--- src/rtl/data_bus_arbiter.sv ---
// data_bus_arbiter
//   Shares the single memory-mapped data bus between two masters
//   (port 0 = CPU data port, port 1 = DMA/debug master). One transaction
//   runs at a time: a grant in IDLE, an ACCESS window of WAIT_STATES+1
//   cycles, then a one-cycle ACK back to the winning master. Ties are
//   broken round-robin against the previous winner.
//
// Ports
//   core_clock, reset          clock (rising edge) and async active-high reset
//   m0_req/we/addr/be/wdata    master 0 request; held until m0_ack
//   m0_ack, m0_rdata           master 0 completion pulse and registered read data
//   m1_*                       identical set for master 1
//   bus_address/wdata/be       shared bus drivers (DAddress/DWriteData/DByteEnable)
//   bus_re, bus_we             read enable / write strobe
//   bus_rdata                  read data returned by the peripherals
//   grant                      one-hot owner of the current transaction
//   busy                       high while in ACCESS or ACK
module data_bus_arbiter #(
  parameter int WAIT_STATES = 1,
  parameter int ADDR_W      = 32,
  parameter int DATA_W      = 32
) (
  input  logic                core_clock,
  input  logic                reset,
  input  logic                m0_req,
  input  logic                m0_we,
  input  logic [ADDR_W-1:0]   m0_addr,
  input  logic [DATA_W/8-1:0] m0_be,
  input  logic [DATA_W-1:0]   m0_wdata,
  output logic                m0_ack,
  output logic [DATA_W-1:0]   m0_rdata,
  input  logic                m1_req,
  input  logic                m1_we,
  input  logic [ADDR_W-1:0]   m1_addr,
  input  logic [DATA_W/8-1:0] m1_be,
  input  logic [DATA_W-1:0]   m1_wdata,
  output logic                m1_ack,
  output logic [DATA_W-1:0]   m1_rdata,
  output logic [ADDR_W-1:0]   bus_address,
  output logic [DATA_W-1:0]   bus_wdata,
  output logic [DATA_W/8-1:0] bus_be,
  output logic                bus_re,
  output logic                bus_we,
  input  logic [DATA_W-1:0]   bus_rdata,
  output logic [1:0]          grant,
  output logic                busy
);

  localparam int BE_W = DATA_W / 8;

  typedef enum logic [1:0] {
    IDLE,
    ACCESS,
    ACK
  } state_t;

  state_t state, state_next;

  logic              last;
  logic              owner;
  logic              lat_we;
  logic [ADDR_W-1:0] lat_addr;
  logic [BE_W-1:0]   lat_be;
  logic [DATA_W-1:0] lat_wdata;
  logic [3:0]        counter;

  logic start;
  logic win;

  // The counter is loaded with WAIT_STATES on grant, so the first ACCESS
  // cycle is the one where it still holds that value.
  logic first_access;
  assign first_access = (counter == 4'(WAIT_STATES));

  // The bus address and write data simply follow the latched request; only
  // the strobes and byte enables are qualified by state.
  assign bus_address = lat_addr;
  assign bus_wdata   = lat_wdata;

  always_ff @(posedge core_clock or posedge reset) begin
    if (reset) begin
      state <= IDLE;
    end else begin
      state <= state_next;
    end
  end

  // Next-state and output decode. Strobes are pure functions of the state
  // register so an asynchronous reset removes them in the same cycle.
  always_comb begin
    state_next = state;
    start      = 1'b0;
    win        = 1'b0;
    bus_re     = 1'b0;
    bus_we     = 1'b0;
    bus_be     = '0;
    grant      = 2'b00;
    busy       = 1'b0;
    m0_ack     = 1'b0;
    m1_ack     = 1'b0;
    case (state)
      IDLE: begin
        if (m0_req || m1_req) begin
          start      = 1'b1;
          // On a tie the master that did not win last time goes next.
          win        = (m0_req && m1_req) ? ~last : m1_req;
          state_next = ACCESS;
        end
      end
      ACCESS: begin
        busy   = 1'b1;
        grant  = owner ? 2'b10 : 2'b01;
        bus_be = lat_be;
        bus_re = ~lat_we;
        bus_we = lat_we & first_access;
        if (counter == 4'd0) begin
          state_next = ACK;
        end
      end
      ACK: begin
        busy       = 1'b1;
        grant      = owner ? 2'b10 : 2'b01;
        m0_ack     = ~owner;
        m1_ack     = owner;
        state_next = IDLE;
      end
      default: begin
        state_next = IDLE;
      end
    endcase
  end

  // Request latching, wait-state counting and read-data capture. Master
  // inputs are only looked at on the grant, so they may change freely
  // while the transaction is in flight.
  always_ff @(posedge core_clock or posedge reset) begin
    if (reset) begin
      last      <= 1'b1;
      owner     <= 1'b0;
      lat_we    <= 1'b0;
      lat_addr  <= '0;
      lat_be    <= '0;
      lat_wdata <= '0;
      counter   <= 4'd0;
      m0_rdata  <= '0;
      m1_rdata  <= '0;
    end else if (start) begin
      owner     <= win;
      last      <= win;
      lat_we    <= win ? m1_we    : m0_we;
      lat_addr  <= win ? m1_addr  : m0_addr;
      lat_be    <= win ? m1_be    : m0_be;
      lat_wdata <= win ? m1_wdata : m0_wdata;
      counter   <= 4'(WAIT_STATES);
    end else if (state == ACCESS) begin
      if (counter != 4'd0) begin
        counter <= counter - 4'd1;
      end else if (!lat_we) begin
        if (owner) begin
          m1_rdata <= bus_rdata;
        end else begin
          m0_rdata <= bus_rdata;
        end
      end
    end
  end

endmodule

--- config.mk ---
export PLATFORM = sky130hd
export DESIGN_NAME = data_bus_arbiter
export DESIGN_NICKNAME = d
export VERILOG_FILES = /design/src/rtl/data_bus_arbiter.sv
export SDC_FILE = /design/constraint.sdc
export NUM_CORES = 1
export LEC_CHECK = 0
export ABC_AREA = 1
export CAP_MARGIN = 20
export CORE_MARGIN = 3
export CORE_UTILIZATION = 46
export CTS_CLUSTER_DIAMETER = 40
export DETAILED_ROUTE_END_ITERATION = 16
export GPL_TIMING_DRIVEN = 1
export PLACE_DENSITY_LB_ADDON = 0.05
export SYNTH_ARGS = -nofsm -noshare
export SYNTH_HDL_FRONTEND = slang
export SYNTH_SLANG_ARGS = --single-unit
--- constraint.sdc ---
create_clock -name core_clock -period 8.05 [get_ports core_clock]
set_clock_uncertainty 0.1 [all_clocks]
set_input_delay 1.2075 -clock core_clock [delete_from_list [all_inputs] [get_ports core_clock]]
set_output_delay 1.2075 -clock core_clock [all_outputs]
set_load 0.02 [all_outputs]
==> metrics.md, run 1 <==
| Metric | Value |
|---|---|
| Reg2reg start | `state[1]` |
| Final worst slack | `4020 ps` |
| Site Rows | `44` |
| Placed instance area | `roughly 10,000 um2` |
| Arr. time, crit path | `~4200 ps` |
| Setup crit start kind | `input pin` |
| Clock buffer depth | `2` |
| Fin area | `around 11,000 um2` |
| Hold_buf cts | `0` |
| DRT iter0 DRCs | `460` |
| Setup Slack @ Placement | `about 3600 ps` |
| Pin count of the biggest net entering global routing | `79` |
| Avg WL per Cell | `14.7 um` |
| Worst Min Path Start | `m0_rdata[27]` |
| Post-route insts no fill | `between 1,000 and 1,500` |
| Leakage | `between 5 and 6 nW` |
| RSZ-0062 raised after global routing | `false` |
| DR vias/cell | `~4.8` |
| Final period util | `50.0%` |
| Clk slew on worst S/H paths | `roughly 60 ps` |
| Cts repair resizes | `0` |
| Area delta synth->final | `53.8%` |
| CTS Sinks | `approximately 140` |
| Die W | `~130 um` |
| Fmax | `0.248 GHz` |
| PwrDens | `approximately 370 nW/um2` |
| Die area | `16,600 um2` |
| Post-CTS setup buffers | `0` |
| Critical path type | `in -> reg` |
| Top cell by count, worst path | `nand2_1` |
| Rel. slew slack | `26.2%` |
| Gpl congestion | `between 0.8 and 0.9` |
| Hold Vio Cnt, Final | `0` |
| Remaining Overflow, GRT | `0` |
| Setup Total Neg Slack | `0 ps` |
| Final setup vio count | `0` |
| Layout cells sized above 1 | `between 4 and 5%` |
| Cells after Synth | `~940` |
| Launch point of the critical path | `m0_req` |
| Max layer used | `met4` |
| Core area | `roughly 15,000 um2` |
| Gr usage total | `roughly a quarter` |
| Initial antenna violation count | `0` |
| # DRC | `0` |
| Yosys warning count | `0` |
| Pins Over Slew Limit | `0` |
| Crit path max fanout | `73` |
| Met3 wire len | `roughly 1800 um` |
| Register area share after synthesis | `around half` |
| Num CTS Buffers | `17` |
| Post-route minimum period | `4030 ps` |
| I/O Buffers | `roughly 310` |
| Ports | `313` |
| Diode count | `0` |
| Post-layout util | `between 70% and 80%` |
| Yosys reg bits | `between 100 and 150` |
| Met1 wire length | `8430 um` |
| First-pass GRT wire length | `between 30,000 and 40,000 um` |
| H-tree depth | `4` |
| Fillers | `~1,200` |
| Total power | `3.95 mW` |
| Status | `completed` |
| Vias in the first global route | `~6,700` |
| Vias | `just under 7,000` |
| Worst-Margin Slew | `about 1100 ps` |
| Min Hold Slack | `around 370 ps` |
| Post-synth cell types | `20` |
| Dpl cells | `around 1,400` |
| DIE HEIGHT | `between 100 and 150 um` |
| Post-Route WL | `around 21,000 um` |
| CTS tree | `built` |
| Slowest stage cell, crit path | `nand2_1` |
| Skew-Pair Late Insertion Delay | `a little over 400 ps` |
| Final nets | `~1,400` |
| Net Count, Synth | `around 1,100` |
| Crit path cell chain | `clkdlybuf4s50_1, nor2_4, nor2_8, buf_4, nor2_4, nand2_1, nand2_1, nand2_1` |
| Mean cell area of the mapped netlist | `approximately 7.4 um2` |
| Met2 WL | `~10,000 um` |
| Initial Util | `a little under half` |
| Clk root buf | `clkbuf_16` |
| Max VDD drop | `303 uV` |
| Slowest stage delay, CP | `between 800 and 900 ps` |
| Detail Route Antenna Nets | `0` |
| Number of max-cap violations | `0` |
| Post-DP HPWL | `between 10,000 and 15,000 um` |
| 1st-pass router iterations | `5` |
| Critical Path End Type | `flop` |
| Critical Path RT | `around 8300 ps` |
| Post-Syn Area | `~6900 um2` |
| Min-Delay Path Class | `reg -> reg` |
worst paths after layout:
path | end | slack, ps | cells after the start
max in group asynchronous | bus_address[22] | 5270 | 3
worst max-delay path | m1_rdata[13] | 4020 | 8
worst min-delay path | m0_rdata[27] | 370 | 2
min in group asynchronous | bus_address[11] | 1140 | 2
worst min register to register | m0_rdata[27] | 370 | 2
worst max register to register | m1_rdata[13] | 4530 | 9
logic make-up after synthesis:
family / share of synthesized area [%]
AO/OA/AOI/OAI: 0.450
buffers and inverters: 12.0
AND/OR/NAND/NOR: 35.6
adder cells (fa/ha/maj): 1.08
flip-flops: 50.8
cell type report:
class                   count  area, um2  area share, %
inverters                 158        598           5.60
flip-flops and latches    141       3530           33.0
clock inverters             7       87.6          0.820
well taps                 184        230           2.15
multi-input cells         594       2590           24.2
clock buffers              23        488           4.57
repair buffers            317       3160           29.6
placed cells by master, fill, tap and decap left out, drive strengths merged:
cell and count:
nand3 106, a21boi 1, ha 6, clkdlybuf4s50 312, a21oi 1, clkinvlp 1, nand2 428, bufinv 2
dfrtp 140, clkinv 4, dfstp 1, buf 5, clkbuf 23, o21ai 3, nor2 16, nand4 33
inv 158
metal layers:
metal  vias up  global-route usage, %
met5         -                      0
met4         0                   9.02
met3        36                   7.80
met2       282                   42.7
met1      3149                   31.0
li1       3407                      -
state kept, by name, indices dropped and copies added (netlist names):
name and cells:
bus_wdata 32, lat_be 4, bus_address 32, lat_we 1
state 2, last 1, m1_rdata 32, owner 1
counter 4, m0_rdata 32
Yosys cell counts:
cell      number  area (um2)
nand2_2        2        12.5
inv_1        153         574
clkbuf_1      11        41.3
o21ai_0        3        15.0
nand4_1       33         206
nand3_1      105         526
dfrtp_1      140        3500
nand2_1      426        1600
buf_1          5        18.8
a21boi_2       1        11.3
inv_2          5        18.8
nor2_1        10        37.5
nand3_2        1        10.0
ha_1           6        75.1
nor2_8         2        40.0
dfstp_2        1        26.3
a21oi_1        1        5.00
buf_4          3        22.5
buf_2         32         160
nor2_4         4        45.0
critical path: cells and delay by family:
family / cells / cell delay [ps]
AND/OR/NAND/NOR: 6 / 2110
buffers and inverters: 2 / 860
report_power, final:
part | switching [mW] | total (mW) | internal (mW)
clock | 0.282 | 0.765 | 0.483
sequential | 0.188 | 1.21 | 1.03
combinational | 1.16 | 1.97 | 0.817
(Power assumes the default switching activity.)
==> run 2: changes to the inputs <==
CORE_UTILIZATION = 38   (was 46)
clock period = 3.45 ns   (was 8.05 ns; I/O delays follow)
==> metrics.md, run 2 (synthesis results as in run 1) <==
| Metric | Value |
|---|---|
| Vias in the first global route | `about 6,400` |
| Post-route minimum period | `between 2000 and 3000 ps` |
| # DRC | `0` |
| Worst-Margin Slew | `between 700 and 800 ps` |
| DR vias/cell | `~4.6` |
| Avg WL per Cell | `~15 um` |
| Hold_buf cts | `0` |
| Number of max-cap violations | `0` |
| Die W | `approximately 140 um` |
| Area delta synth->final | `55.5%` |
| Fmax | `0.341 GHz` |
| Met2 WL | `10,500 um` |
| Crit path max fanout | `16` |
| Final setup vio count | `0` |
| Core area | `~18,000 um2` |
| PwrDens | `between 800 and 900 nW/um2` |
| Detail Route Antenna Nets | `0` |
| I/O Buffers | `around 310` |
| Clock buffer depth | `2` |
| 1st-pass router iterations | `5` |
| Final nets | `between 1,000 and 1,500` |
| Min-Delay Path Class | `in -> async` |
| Remaining Overflow, GRT | `0` |
| Gr usage total | `between 20% and 30%` |
| Slowest stage delay, CP | `roughly 700 ps` |
| Met3 wire len | `about 2000 um` |
| CTS Sinks | `around 140` |
| Post-CTS setup buffers | `0` |
| Setup Total Neg Slack | `0 ps` |
| First-pass GRT wire length | `around 34,000 um` |
| Arr. time, crit path | `2310 ps` |
| Post-DP HPWL | `approximately 15,000 um` |
| Initial Util | `39.5%` |
| DIE HEIGHT | `approximately 140 um` |
| Commonest non-fill, non-tap cell in the layout | `nand2_1` |
| Rel. slew slack | `between 40% and 50%` |
| Final worst slack | `between 500 and 600 ps` |
| H-tree depth | `4` |
| Cts repair resizes | `0` |
| Pin count of the biggest net entering global routing | `approximately 130` |
| Num CTS Buffers | `17` |
| Final period util | `84.9%` |
| Critical Path End Type | `output port` |
| Fillers | `1,636` |
| Slowest stage cell, crit path | `clkdlybuf4s50_1` |
| Site Rows | `48` |
| Met1 wire length | `between 8000 and 9000 um` |
| Layout cells sized above 1 | `under 10%` |
| Critical Path RT | `2830 ps` |
| Pins Over Slew Limit | `0` |
| Fin area | `10,800 um2` |
| Die area | `~20,000 um2` |
| Placed instance area | `approximately 10,000 um2` |
| Skew-Pair Late Insertion Delay | `~420 ps` |
| Critical path type | `reg -> out` |
| Setup Slack @ Placement | `828 ps` |
| Status | `completed` |
| Register-to-register setup slack | `1030 ps` |
| Crit path cell chain | `inv_1, ha_1, inv_2, nor2_8, clkdlybuf4s50_1` |
| Clk root buf | `clkbuf_16` |
| Hold Vio Cnt, Final | `0` |
| Gpl congestion | `slightly below 0.8` |
| DRT iter0 DRCs | `338` |
| Max layer used | `met4` |
| Initial antenna violation count | `1` |
| Clk slew on worst S/H paths | `about 70 ps` |
| Vias | `slightly below 7,000` |
| Post-Route WL | `around 22,000 um` |
| Ports | `about 310` |
| Most frequent cells in the layout | `426 x nand2_1, 312 x clkdlybuf4s50_1, 152 x inv_1, 140 x dfrtp_1, 105 x nand3_1` |
| RSZ-0062 raised after global routing | `false` |
| Leakage | `5.78 nW` |
| Max VDD drop | `441 uV` |
| Setup crit start kind | `flop` |
| CTS tree | `built` |
## run 2: metal layers
metal	track usage, %	vias to the layer above
li1	-	3409
met1	26.8	3042
met2	35.7	262
met3	7.02	25
met4	6.99	0
met5	0	-
## run 2: cell type report
cell class                 instances  area [um2]  share of cell area [%]
sequential                       141        3530                    32.7
timing repair buffer             321        3230                    29.9
multi-input combinational        594        2590                    24.0
inverter                         158         597                    5.52
clock buffer                      18         429                    3.97
tap                              225         282                    2.61
clock inverter                    14         145                    1.34
antenna                            1        2.50                  0.0232
## run 2: path summary, 6_finish.rpt
| check | endpoint | cells after the start | from |
|---|---|---|---|
| min in group core_clock | m0_rdata[22] | 2 | m0_rdata[22] |
| max in group asynchronous | lat_we | 3 | reset |
| worst min register to register | m0_rdata[22] | 2 | m0_rdata[22] |
| worst max-delay path | bus_re | 5 | state[1] |
| worst max register to register | m1_rdata[11] | 11 | state[1] |
| worst min-delay path | m1_rdata[18] | 2 | reset |
## run 2: stage by stage
stage | hold slack [ps] | cells | total power [mW] | utilization, %
floorplan | 349 | 944 | 5.32 | -
global placement | 352 | 1439 | 7.49 | 58.1
detailed placement | 357 | 1439 | 7.53 | 58.1
CTS | 285 | 1471 | 9.37 | 61.4
global route | 318 | 1472 | 9.90 | 61.4
finish | 293 | 1472 | 9.27 | 61.4
## run 2: critical path, delay by kind of cell, from the launching register on
| kind | cells | cell delay (ps) |
|---|---|---|
| adder cells (fa/ha/maj) | 1 | 340 |
| buffers and inverters | 3 | 910 |
| flip-flops | 1 | 390 |
| AND/OR/NAND/NOR | 1 | 260 |
## run 2: power breakdown
part | switching [mW] | total [mW] | internal, mW
Combinational | 2.70 | 4.65 | 1.94
Sequential | 0.430 | 2.82 | 2.39
Clock | 0.738 | 1.80 | 1.06
Total | 3.87 | 9.27 | 5.40
